$ cat config.mk
export PLATFORM = sky130hd
export DESIGN_NAME = fp_sub_seq
export DESIGN_NICKNAME = d
export VERILOG_FILES = /design/src/rtl/fp_sub_seq.sv
export SDC_FILE = /design/constraint.sdc
export NUM_CORES = 1
export LEC_CHECK = 0
export ABC_CLOCK_PERIOD_IN_PS = 8700
export BUFFER_PORTS_ARGS = -buffer_cell sky130_fd_sc_hd__buf_2
export CAP_MARGIN = 20
export CORE_UTILIZATION = 48
export DETAILED_ROUTE_END_ITERATION = 12
export HOLD_SLACK_MARGIN = 0.08
export PLACE_DENSITY = 0.66
export SETUP_SLACK_MARGIN = 0.2
export SLEW_MARGIN = 10
export SYNTH_ARGS = -nofsm -noshare
export SYNTH_HDL_FRONTEND = slang
export SYNTH_SLANG_ARGS = --single-unit
$ cat constraint.sdc
create_clock -name clk -period 8.7 [get_ports clk]
set_input_delay 0 -clock clk [delete_from_list [all_inputs] [get_ports clk]]
set_output_delay 0 -clock clk [all_outputs]
set_load 0.005 [all_outputs]
$ cat src/rtl/fp_sub_seq.sv
// rtl/fp_sub_seq.sv - multi-cycle IEEE-754 single subtractor (optional FP_SUB_ADD_MODE_EN add/sub select)
module fp_sub_seq #(
    parameter int MAX_ALIGN = 25
) (
    input  logic        clk,
    input  logic        rst,
    input  logic        start,
    input  logic [31:0] para1,
    input  logic [31:0] para2,
`ifdef FP_SUB_ADD_MODE_EN
    input  logic        op_sel,
`endif
    output logic        busy,
    output logic        done,
    output logic [31:0] out,
    output logic        under_overflow
);

    typedef enum logic [2:0] {
        S_IDLE, S_UNPACK, S_ALIGN, S_ADD, S_NORM, S_PACK
    } state_t;

    localparam logic [8:0] MAX_ALIGN_W = 9'(MAX_ALIGN);

    state_t state, state_nxt;

    logic [31:0]       op_a, op_b;
    logic              sign_a, sign_b;
    logic [7:0]        exp_a;
    logic [23:0]       mant_a, mant_b;
    logic [7:0]        d;
    logic [24:0]       sum;
    logic signed [9:0] res_exp;
    logic              is_zero;

    logic [7:0]  ea, eb, big_exp, small_exp, diff;
    logic [23:0] ma, mb;
    logic        a_big, any_inf, zero_small, skip_align;
    logic [24:0] sum_c;
    logic        para2_sign;

    // Sign of the latched subtrahend: inverted for subtraction, kept for addition
    always_comb begin
`ifdef FP_SUB_ADD_MODE_EN
        para2_sign = op_sel ? para2[31] : ~para2[31];
`else
        para2_sign = ~para2[31];
`endif
    end

    // Unpack both operands, flush denormals, and order them by magnitude
    always_comb begin
        ea         = op_a[30:23];
        eb         = op_b[30:23];
        ma         = (ea == 8'h00) ? 24'h0 : {1'b1, op_a[22:0]};
        mb         = (eb == 8'h00) ? 24'h0 : {1'b1, op_b[22:0]};
        a_big      = (ea > eb) || ((ea == eb) && (ma >= mb));
        big_exp    = a_big ? ea : eb;
        small_exp  = a_big ? eb : ea;
        diff       = big_exp - small_exp;
        any_inf    = (ea == 8'hFF) || (eb == 8'hFF);
        zero_small = ({1'b0, diff} >= MAX_ALIGN_W);
        skip_align = (diff == 8'h00) || zero_small;
    end

    // Magnitude add or subtract of the aligned mantissas; A >= B so never negative
    always_comb begin
        sum_c = 25'h0;
        if (sign_a ^ sign_b)
            sum_c = {1'b0, mant_a} - {1'b0, mant_b};
        else
            sum_c = {1'b0, mant_a} + {1'b0, mant_b};
    end

    // State register
    always_ff @(posedge clk) begin
        if (!rst)
            state <= S_IDLE;
        else
            state <= state_nxt;
    end

    // Next-state logic
    always_comb begin
        state_nxt = state;
        case (state)
            S_IDLE:   if (start) state_nxt = S_UNPACK;
            S_UNPACK: begin
                if (any_inf)         state_nxt = S_PACK;
                else if (skip_align) state_nxt = S_ADD;
                else                 state_nxt = S_ALIGN;
            end
            S_ALIGN:  if (d == 8'd1) state_nxt = S_ADD;
            S_ADD: begin
                if (sum_c == 25'h0)              state_nxt = S_PACK;
                else if (sum_c[24] || !sum_c[23]) state_nxt = S_NORM;
                else                             state_nxt = S_PACK;
            end
            S_NORM:   if (sum[24] || sum[22]) state_nxt = S_PACK;
            S_PACK:   state_nxt = S_IDLE;
            default:  state_nxt = S_IDLE;
        endcase
    end

    // Output logic
    always_comb begin
        busy = (state != S_IDLE);
    end

    // Datapath registers and result/done registers
    always_ff @(posedge clk) begin
        if (!rst) begin
            op_a           <= 32'h0;
            op_b           <= 32'h0;
            sign_a         <= 1'b0;
            sign_b         <= 1'b0;
            exp_a          <= 8'h0;
            mant_a         <= 24'h0;
            mant_b         <= 24'h0;
            d              <= 8'h0;
            sum            <= 25'h0;
            res_exp        <= 10'sd0;
            is_zero        <= 1'b0;
            done           <= 1'b0;
            out            <= 32'h0;
            under_overflow <= 1'b0;
        end else begin
            done <= 1'b0;
            case (state)
                S_IDLE: if (start) begin
                    op_a <= para1;
                    op_b <= {para2_sign, para2[30:0]};
                end
                S_UNPACK: begin
                    sign_a  <= a_big ? op_a[31] : op_b[31];
                    sign_b  <= a_big ? op_b[31] : op_a[31];
                    exp_a   <= big_exp;
                    mant_a  <= a_big ? ma : mb;
                    mant_b  <= zero_small ? 24'h0 : (a_big ? mb : ma);
                    d       <= zero_small ? 8'h0 : diff;
                    is_zero <= 1'b0;
                    res_exp <= any_inf ? 10'sd255 : 10'sd0;
                end
                S_ALIGN: begin
                    mant_b <= mant_b >> 1;
                    d      <= d - 8'd1;
                end
                S_ADD: begin
                    sum     <= sum_c;
                    res_exp <= signed'({2'b00, exp_a});
                    is_zero <= (sum_c == 25'h0);
                end
                S_NORM: begin
                    if (sum[24]) begin
                        sum     <= sum >> 1;
                        res_exp <= res_exp + 10'sd1;
                    end else begin
                        sum     <= sum << 1;
                        res_exp <= res_exp - 10'sd1;
                    end
                end
                S_PACK: begin
                    done <= 1'b1;
                    if (is_zero) begin
                        out            <= 32'h0;
                        under_overflow <= 1'b0;
                    end else if (res_exp >= 10'sd255) begin
                        out            <= {sign_a, 8'hFF, 23'h0};
                        under_overflow <= 1'b1;
                    end else if (res_exp <= 10'sd0) begin
                        out            <= {sign_a, 31'h0};
                        under_overflow <= 1'b1;
                    end else begin
                        out            <= {sign_a, res_exp[7:0], sum[22:0]};
                        under_overflow <= 1'b0;
                    end
                end
                default: ;
            endcase
        end
    end

endmodule
==> flow_summary.yaml, run 1 <==
detailed_routing:
  wl_per_cell_um: 16.0
  drc: 0
  first_pass_iters: 5
  vias: 11500
  ant_nets: 0
  routed_wl_um: 32200
  vias_per_cell: 5.73
  drt-initial-drc-count: 968
final_layout:
  drive_above_1_share_pct: 10.4
  instances_no_fill: 2011
  final_common_cell: "nand2_1"
  fill_cells: 2295
  antennaDiodeCount: 0
  multi_input_area_sq_mm: 0.00760
  area_growth_pct: 17.8
  nNetsFinal: 1810
  finalCoreUtilization_pct: 58.3
  final_cell_mix: "nand2_1 (265), dfxtp_1 (203), a21oi_1 (151)"
  seq_area_sq_mm: 0.00406
logic_synthesis:
  syn_inst: 1574
  syn_nets: 1710
  yosys_warnings: 0
  avgSynthCellArea_sq_um: 7.71
  synth_edf_count: 0
  yosysSeqAreaShare_pct: 33.5
  ys_ff_latch: 203
  syn_area_sq_mm: 0.0121
  ys_async_sr_fraction_pct: 0
  synth-main-ff-cell: "dfxtp_1"
  synth_cell_type_count: 70
critical_path:
  reg2reg_depth: 16
  r2r-end: "d[2]$_SDFFE_PN0P_"
  slowest_stage: "o311ai_4"
  critical_path.max_stage_delay_ns: 0.87
  crit_path_end_kind: "flip-flop"
  crit_family: "compound AO/OA/AOI/OAI gates"
  cp-startpoint: "op_a[28]$_SDFFE_PN0P_"
  critPathKind: "reg2reg"
  cp_max_fo: 49
  r2r-start: "op_a[28]$_SDFFE_PN0P_"
  cp.arrival_ns: 6.45
  r2r_slack_ns: 2.66
  crit_chain: "nor4_1 > nand2_1 > and2_1 > ha_1 > nand4_1 > or4_1 > o311ai_2 > o21a_2 > buf_4 > o31ai_4 > a21oi_2 > o21bai_1 > xnor2_1 > o311ai_4 > nor3_1 > o221a_2"
  crit_buf_inv: 1
  start_kind: "flip-flop"
  required_ns: 9.11
power:
  power_density_mw_per_mm2: 407
  cellLeakagePower_nw: 5.58
  ir_drop_uv: 303
  finalPower_mw: 5.82
min_path:
  worstHoldStart: "rst"
  whs_path_depth: 2
  min_path_type: "in2reg"
  min_to: "is_zero$_SDFFE_PN0P_"
global_routing:
  grt_max_degree: 113
  grt_antenna_before_repair: 0
  track_usage_pct: 24.8
  grt_pass1_wl_um: 53700
  grt_pass1_vias: 10700
  overflow: 0
timing:
  setup_viol: 0
  fin_tns_setup_ns: 0
  clock.fmax_ghz: 0.166
  slew_headroom_pct: 29.2
  grt_setup_unrepaired: "no"
  slew_viol_final: 0
  worst_slew_pin_slew_ns: 1.06
  period_share_pct: 69.4
  hold_violations: 0
  fin_worst_skew_ns: 0.0143
  setup_slack_ns: 2.66
  finalCriticalPeriod_ns: 6.04
floorplanning:
  io_pins: 102
  start_util_pct: 49.4
  dieWidth_um: 161
  core_area_sq_mm: 0.0245
  rows: 57
  die_h_um: 161
  die_area_sq_mm: 0.0259
place:
  dp_cells: 1905
  gp_congestion: 0.880
  hpwl_um: 22200
  place_worst_setup_slack_ns: 2.71
  numPortBuffers: 101
clock_tree:
  cts_root_buffer: "clkbuf_16"
  numCtsBuffers: 24
  postCtsResizedCells: 0
  hold_buffers: 64
  cts_buffer_depth: 3
  post_cts_buffers: 0
  worstSkewPairLatency_ns: 0.52
  cts.sinks: 203
  htreeDepth: 1
  cts.clk_slew.worst_paths_ns: 0.06
  cts_tree: "done"
flow_run:
  maxCapViolations: 0
run_status:
  status: "completed"
final cells by class:
type	instances	area share, %
clock inverters	2	0.271
well taps	324	2.84
flip-flops and latches	203	28.4
repair buffers	182	9.24
clock buffers	37	5.18
multi-input cells	1230	53.2
inverters	33	0.867
flip-flops by register name, summed over array words and instances (netlist names):
name            flops
exp_a               8
sum                25
d                   8
done                1
mant_a             24
is_zero             1
out                32
state               3
under_overflow      1
sign_b              1
mant_b             24
res_exp            10
op_a               32
sign_a              1
op_b               32
per-stage QoR:
step | hold slack [ns] | cell area (sq um)
floorplan | 0.136 | 12100
global placement | 0.241 | 12800
detailed placement | 0.247 | 12800
CTS | 0.0982 | 14200
global route | 0.151 | 14300
finish | 0.117 | 14300
worst reg2reg max path, cell delays in order, from the launching register on:
cell and delay [ns]:
dfxtp_1 0.41, nor4_1 0.32, nand2_1 0.50, and2_1 0.41, ha_1 0.31, nand4_1 0.13
or4_1 0.57, o311ai_2 0.45, o21a_2 0.41, buf_4 0.49, o31ai_4 0.10, a21oi_2 0.24
o21bai_1 0.11, xnor2_1 0.19, o311ai_4 0.87, nor3_1 0.14, o221a_2 0.28
report_power, final:
part / leakage, nW / internal, mW / switching, mW / total (mW)
combinational: 3.55 / 1.36 / 2.13 / 3.49
sequential: 1.65 / 1.13 / 0.204 / 1.34
clock: 0.383 / 0.608 / 0.386 / 0.994
total: 5.58 / 3.10 / 2.72 / 5.82
routing by layer:
metal,share of wire [%],routed length [um],GRT usage [%]
met3,4.8,1560,2.34
met4,2.3,727,6.56
met5,0,0,0
met2,43,13800,38.1
met1,50,16200,36.8
kinds of logic after synthesis:
| kind of cell | after synthesis | synth area share [%] |
|---|---|---|
| and+or+nand+nor | 613 | 23.5 |
| AOI/OAI and AO/OA | 458 | 24.5 |
| DFF | 203 | 33.5 |
| buffers and inverters | 141 | 4.42 |
| adders and majority gates | 69 | 7.24 |
| xor gates and xnor gates | 62 | 4.48 |
| muxes | 28 | 2.37 |
cell usage after synthesis (32+ instances only):
master    instances  area (sq um)
nand2_1         265           995
ha_1             67           838
nor2b_1          43           269
inv_1            32           120
clkbuf_1         95           357
a22oi_1          47           353
a21oi_1         151           756
dfxtp_1         203          4060
and2_1           33           206
nor2_1          129           484
xnor2_1          41           359
o21ai_0          79           395
worst max-delay path by stage:
stage	to	slack, ns	cells past startpoint
4_1_cts	d[2]$_SDFFE_PN0P_	2.69	16
3_5_place_dp	d[2]$_SDFFE_PN0P_	2.71	16
2_1_floorplan	mant_b[23]$_SDFFE_PN0P_	4.10	19
5_1_grt	d[2]$_SDFFE_PN0P_	2.22	16
6_report	d[2]$_SDFFE_PN0P_	2.66	16
3_3_place_gp	d[2]$_SDFFE_PN0P_	2.72	16
No activity file was read; power rests on OpenSTA's default activity.
==> inputs of run 2 (changes only) <==
--- a/config.mk
+++ b/config.mk
@@ -5,7 +5,7 @@
 export SDC_FILE = /design/constraint.sdc
 export NUM_CORES = 1
 export LEC_CHECK = 0
-export ABC_CLOCK_PERIOD_IN_PS = 8700
+export ABC_CLOCK_PERIOD_IN_PS = 5750
 export BUFFER_PORTS_ARGS = -buffer_cell sky130_fd_sc_hd__buf_2
 export CAP_MARGIN = 20
 export CORE_UTILIZATION = 48
==> constraint.sdc (replaced) <==
create_clock -name clk -period 5.75 [get_ports clk]
set_input_delay 0 -clock clk [delete_from_list [all_inputs] [get_ports clk]]
set_output_delay 0 -clock clk [all_outputs]
set_load 0.005 [all_outputs]
==> run 2 against run 1 <==
Final cell count increased by 0.50%. Non-clock buffer count up 5. Worst hold slack worse by 0.0027 ns. Largest power group unchanged. Die area unchanged. Setup slack got worse by 2.1 ns. Critical path type unchanged. Clock power rose by 66%.
==> flow_summary.yaml, run 2 (synthesis results as in run 1) <==
min_path:
  min_path_type: "in2reg"
final_layout:
  final_cell_mix: "nand2_1 (264), dfxtp_1 (203), a21oi_1 (151)"
  instances_no_fill: 2021
  fill_cells: 2316
  area_growth_pct: 18.6
  nNetsFinal: 1815
  antennaDiodeCount: 0
  drive_above_1_share_pct: 11.2
  final_common_cell: "nand2_1"
  finalInstanceArea_sq_mm: 0.0144
  top_regs: "op_a (32), op_b (32), out (32)"
clock_tree:
  cts.clk_slew.worst_paths_ns: 0.06
  cts_root_buffer: "clkbuf_16"
  htreeDepth: 1
  cts_tree: "done"
  worstSkewPairLatency_ns: 0.52
  cts.sinks: 203
  cts_buffer_depth: 3
  numCtsBuffers: 24
timing:
  fin_worst_skew_ns: 0.00792
  period_share_pct: 90.6
  slew_headroom_pct: 30.6
  clock.fmax_ghz: 0.192
  setup_viol: 0
  finalCriticalPeriod_ns: 5.21
  hold_violations: 0
  whs_ns: 0.114
  slew_viol_final: 0
  grt_setup_unrepaired: "no"
  fin_tns_setup_ns: 0
  worst_slew_pin_slew_ns: 1.04
critical_path:
  cp.arrival_ns: 5.66
  cpMostUsedCell: "buf_4"
  cp_max_fo: 30
  slowest_stage: "or4_1"
  required_ns: 6.21
  crit_chain: "nor4_1 > nand2_2 > buf_4 > and2_1 > ha_1 > nand2_1 > or4_1 > o311ai_4 > o21a_2 > buf_4 > mux2i_1 > xnor2_1 > o2111ai_1 > o32a_1 > o311ai_2 > buf_4 > or4_1 > a21boi_1"
  critical_path.max_stage_delay_ns: 0.53
  start_kind: "flip-flop"
  critPathKind: "reg2reg"
  r2r_slack_ns: 0.54
  crit_path_end_kind: "flip-flop"
floorplanning:
  dieWidth_um: 161
  rows: 57
  start_util_pct: 49.4
  die_h_um: 161
  io_pins: 102
  die_area_sq_mm: 0.0259
  core_area_sq_mm: 0.0245
global_routing:
  grt_pass1_vias: 10400
  overflow: 0
  grt_antenna_before_repair: 0
  track_usage_pct: 24.3
  grt_pass1_wl_um: 53000
  grt_max_degree: 94
power:
  cellLeakagePower_nw: 5.64
  power_density_mw_per_mm2: 622
  ir_drop_uv: 270
run_status:
  status: "completed"
place:
  numPortBuffers: 101
  hpwl_um: 22200
  place_area_sq_mm: 0.0128
  gp_congestion: 0.889
  dp_cells: 1912
detailed_routing:
  vias: 11500
  routed_wl_um: 31900
  vias_per_cell: 5.68
  drc: 0
  first_pass_iters: 5
  ant_nets: 0
  wl_per_cell_um: 15.8
  drt-initial-drc-count: 903
flow_run:
  maxCapViolations: 0
## run 2: cell count changes in the layout (fill, tap and decap cells not counted), sizes merged
cell      previous run  this run
clkbuf              37        33
buf                118       123
bufinv               1         4
clkinvlp             0         1
clkinv               1         6
## run 2: report_power, final
part           switching (mW)  internal, mW  total [mW]  leakage (nW)
Clock                   0.604          1.05        1.65         0.434
Combinational            3.18          2.09        5.27          3.55
Sequential              0.307          1.71        2.02          1.65
Total                    4.10          4.85        8.94          5.64
## run 2: worst paths after layout
path	from	endpoint	cells past startpoint
setup reg to reg	op_a[24]$_SDFFE_PN0P_	mant_b[23]$_SDFFE_PN0P_	18
setup / recovery	op_a[24]$_SDFFE_PN0P_	mant_b[23]$_SDFFE_PN0P_	18
hold / removal	rst	sign_a$_SDFFE_PN0P_	2
hold reg to reg	op_a[9]$_SDFFE_PN0P_	op_a[9]$_SDFFE_PN0P_	2
## run 2: area by class of cell
cell class / count / area, sq um / share of cell area, %
clock buffers: 33 / 716 / 4.97
clock inverters: 11 / 165 / 1.15
inverters: 33 / 124 / 0.861
multi-input cells: 1230 / 7600 / 52.8
flip-flops and latches: 203 / 4060 / 28.2
well taps: 324 / 405 / 2.82
repair buffers: 187 / 1320 / 9.17
## run 2: timing repair
| item | in CTS | in global routing |
|---|---|---|
| buffers inserted | 0 | 0 |
| gates resized for setup | 0 | 3 |
| setup endpoints to repair | 0 | 27 |
| hold buffers | 64 | 0 |
| hold endpoints to repair | 64 | 0 |
## run 2: per-layer routing
layer / global-route usage, % / routed length [um]
met1: 35.9 / 16100
met2: 38.1 / 13800
met3: 2.41 / 1490
met4: 5.40 / 548
met5: 0 / 0
## run 2: worst max-delay path: cells and delay by family (launching register included)
family,cells,cell delay [ns]
AND/OR/NAND/NOR,6,1.96
buffers and inverters,3,0.71
AO/OA/AOI/OAI,6,1.30
flip-flops,1,0.40
XOR/XNOR,1,0.13
adder cells (fa/ha/maj),1,0.30
multiplexers,1,0.32
## run 2: per-stage QoR
step | power [mW] | setup slack [ns] | util, %
after floorplan | 6.06 | 1.15 | -
after global placement | 7.16 | 0.535 | 52.3
after detailed placement | 7.21 | 0.348 | 52.3
after CTS | 8.94 | 0.345 | 58.5
after global routing | 9.73 | 0.180 | 58.6
final | 8.94 | 0.542 | 58.6
==> inputs of run 3 (changes only) <==
--- a/config.mk
+++ b/config.mk
@@ -10,7 +10,9 @@
 export CAP_MARGIN = 20
 export CORE_UTILIZATION = 48
 export DETAILED_ROUTE_END_ITERATION = 12
+export GPL_ROUTABILITY_DRIVEN = 0
 export HOLD_SLACK_MARGIN = 0.08
+export MAX_ROUTING_LAYER = met4
 export PLACE_DENSITY = 0.66
 export SETUP_SLACK_MARGIN = 0.2
 export SLEW_MARGIN = 10
==> run 3 against run 2 <==
Die area did not move. Highest routed layer unchanged. Sequential share of layout area about the same. Combinational power about the same. Clock skew up 0.0086 ns. Critical path type unchanged.
==> flow_summary.yaml, run 3 (synthesis results as in run 1) <==
detailed_routing:
  routed_wl_um: 31600
  drt-initial-drc-count: 929
  wl_per_cell_um: 15.7
  ant_nets: 0
  drc: 0
  first_pass_iters: 5
  vias_per_cell: 5.67
  vias: 11400
run_status:
  status: "completed"
timing:
  finalCriticalPeriod_ns: 5.14
  slew_headroom_pct: 29.6
  grt_setup_unrepaired: "no"
  fin_worst_skew_ns: 0.0165
  setup_slack_ns: 0.606
  setup_viol: 0
  hold_violations: 0
  clock.fmax_ghz: 0.194
  fin_tns_setup_ns: 0
  slew_viol_final: 0
  worst_slew_pin_slew_ns: 1.06
  period_share_pct: 89.5
critical_path:
  required_ns: 6.18
  r2r_slack_ns: 0.61
  reg2reg_depth: 18
  start_kind: "flip-flop"
  crit_chain: "nor4_2 > nand2_2 > and2_1 > ha_1 > a21oi_1 > nor2_1 > nor4b_1 > o311ai_4 > o21a_2 > buf_4 > o31ai_2 > a32oi_1 > o21ai_0 > mux2i_1 > o311ai_2 > buf_4 > or4_1 > o21ai_0"
  crit_path_end_kind: "flip-flop"
  crit_buf_inv: 2
  cp.arrival_ns: 5.57
  cp_max_fo: 30
  slowest_stage: "nor4b_1"
  r2r-start: "op_a[28]$_SDFFE_PN0P_"
  crit_family: "simple AND/OR/NAND/NOR gates"
  critical_path.max_stage_delay_ns: 0.62
  path_depth: 18
  critPathKind: "reg2reg"
  r2r-end: "mant_b[2]$_SDFFE_PN0P_"
final_layout:
  fill_cells: 2292
  top_regs: "op_a (32), op_b (32), out (32)"
  instances_no_fill: 2018
  final_common_cell: "nand2_1"
  final_cell_mix: "nand2_1 (264), dfxtp_1 (203), a21oi_1 (151)"
  drive_above_1_share_pct: 11.0
  area_growth_pct: 18.5
  nNetsFinal: 1815
  antennaDiodeCount: 0
global_routing:
  grt_pass1_wl_um: 51500
  overflow: 0
  grt_antenna_before_repair: 0
  track_usage_pct: 24.4
  grt_pass1_vias: 10200
  grt_max_degree: 66
clock_tree:
  cts_tree: "done"
  cts_root_buffer: "clkbuf_16"
  htreeDepth: 1
  worstSkewPairLatency_ns: 0.51
  numCtsBuffers: 23
  cts.clk_slew.worst_paths_ns: 0.06
  cts_buffer_depth: 3
  post_cts_buffers: 0
  cts.sinks: 203
place:
  hpwl_um: 21800
  dp_cells: 1911
  place_worst_setup_slack_ns: 0.453
  numPortBuffers: 101
power:
  p_seq_share_pct: 22.7
  power_density_mw_per_mm2: 620
  p_sw_mw: 4.08
  p_int_mw: 4.83
  switching_share_pct: 45.8
  power_frac_comb_pct: 59.3
  power_frac_clock_pct: 18.0
  cellLeakagePower_nw: 5.63
  ir_drop_uv: 307
min_path:
  min_to: "state[0]$_SDFFE_PN0P_"
  worstHoldStart: "start"
  min_path_type: "in2reg"
  whs_path_depth: 6
floorplanning:
  start_util_pct: 49.4
  io_pins: 102
  die_h_um: 161
  core_area_sq_mm: 0.0245
  rows: 57
  die_area_sq_mm: 0.0259
  dieWidth_um: 161
flow_run:
  maxCapViolations: 0
-- run 3: cell types whose count changed in the layout (fill, tap and decap cells not counted) --
cell           delta
clkbuf_1          +1
buf_4             -1
o31ai_2           +1
buf_16            +1
clkinv_4          -2
clkinv_2          -1
o31ai_1           -1
bufinv_16         +1
dlygate4sd3_1     +1
clkbuf_16         -2
clkbuf_8          -1
-- run 3: area by class of cell --
cell class / count / area, sq um / share of cell area [%]
Inverter: 33 / 124 / 0.862
Sequential cell: 203 / 4060 / 28.3
Clock buffer: 31 / 656 / 4.56
Clock inverter: 9 / 173 / 1.20
Tap cell: 324 / 405 / 2.82
Timing Repair Buffer: 188 / 1350 / 9.39
Multi-Input combinational cell: 1230 / 7600 / 52.9
-- run 3: worst reg2reg max path, stage by stage, from the launching register on --
cell	delay (ns)
dfxtp_1	0.41
nor4_2	0.38
nand2_2	0.23
and2_1	0.25
ha_1	0.31
a21oi_1	0.15
nor2_1	0.05
nor4b_1	0.62
o311ai_4	0.28
o21a_2	0.33
buf_4	0.21
o31ai_2	0.32
a32oi_1	0.15
o21ai_0	0.13
mux2i_1	0.24
o311ai_2	0.11
buf_4	0.24
or4_1	0.55
o21ai_0	0.10
-- run 3: timing repair --
| item | in CTS | in global routing |
|---|---|---|
| setup endpoints to repair | 0 | 25 |
| resized for setup | 0 | 4 |
| hold buffers | 65 | 0 |
| endpoints found under the hold margin | 93 | 0 |
-- run 3: worst max-delay path by stage --
stage,endpoint,start
finish,mant_b[2]$_SDFFE_PN0P_,op_a[28]$_SDFFE_PN0P_
detailed placement,mant_b[7]$_SDFFE_PN0P_,op_a[28]$_SDFFE_PN0P_
CTS,mant_b[2]$_SDFFE_PN0P_,op_a[28]$_SDFFE_PN0P_
global placement,mant_b[23]$_SDFFE_PN0P_,op_a[28]$_SDFFE_PN0P_
global route,mant_b[7]$_SDFFE_PN0P_,op_a[24]$_SDFFE_PN0P_
floorplan,mant_b[23]$_SDFFE_PN0P_,op_a[28]$_SDFFE_PN0P_
-- run 3: routing by layer --
metal | part of all wire (%) | GRT usage (%) | up-vias
met5 | 0 | - | -
met4 | 1.8 | 4.89 | 0
met3 | 5.5 | 2.34 | 31
met2 | 42 | 36.1 | 315
met1 | 51 | 36.0 | 5285
li1 | - | - | 5818
-- run 3: through the flow --
stage | power, mW | hold WS, ns | util [%] | instance area (sq um)
after floorplan | 6.06 | 0.136 | - | 12100
after global placement | 7.13 | 0.241 | 52.3 | 12800
after detailed placement | 7.19 | 0.245 | 52.3 | 12800
after CTS | 8.87 | 0.170 | 58.3 | 14300
after global routing | 9.65 | 0.237 | 58.6 | 14400
final | 8.91 | 0.185 | 58.6 | 14400
-- run 3: power by group through the flow --
stage / clock network [mW] / registers, mW / logic, mW
final: 1.61 / 2.02 / 5.28
after global routing: 1.69 / 2.06 / 5.90
after CTS: 1.64 / 2.01 / 5.21
after detailed placement: 0 / 2.04 / 5.14
after global placement: 0 / 2.04 / 5.09
after floorplan: 0 / 1.91 / 4.15
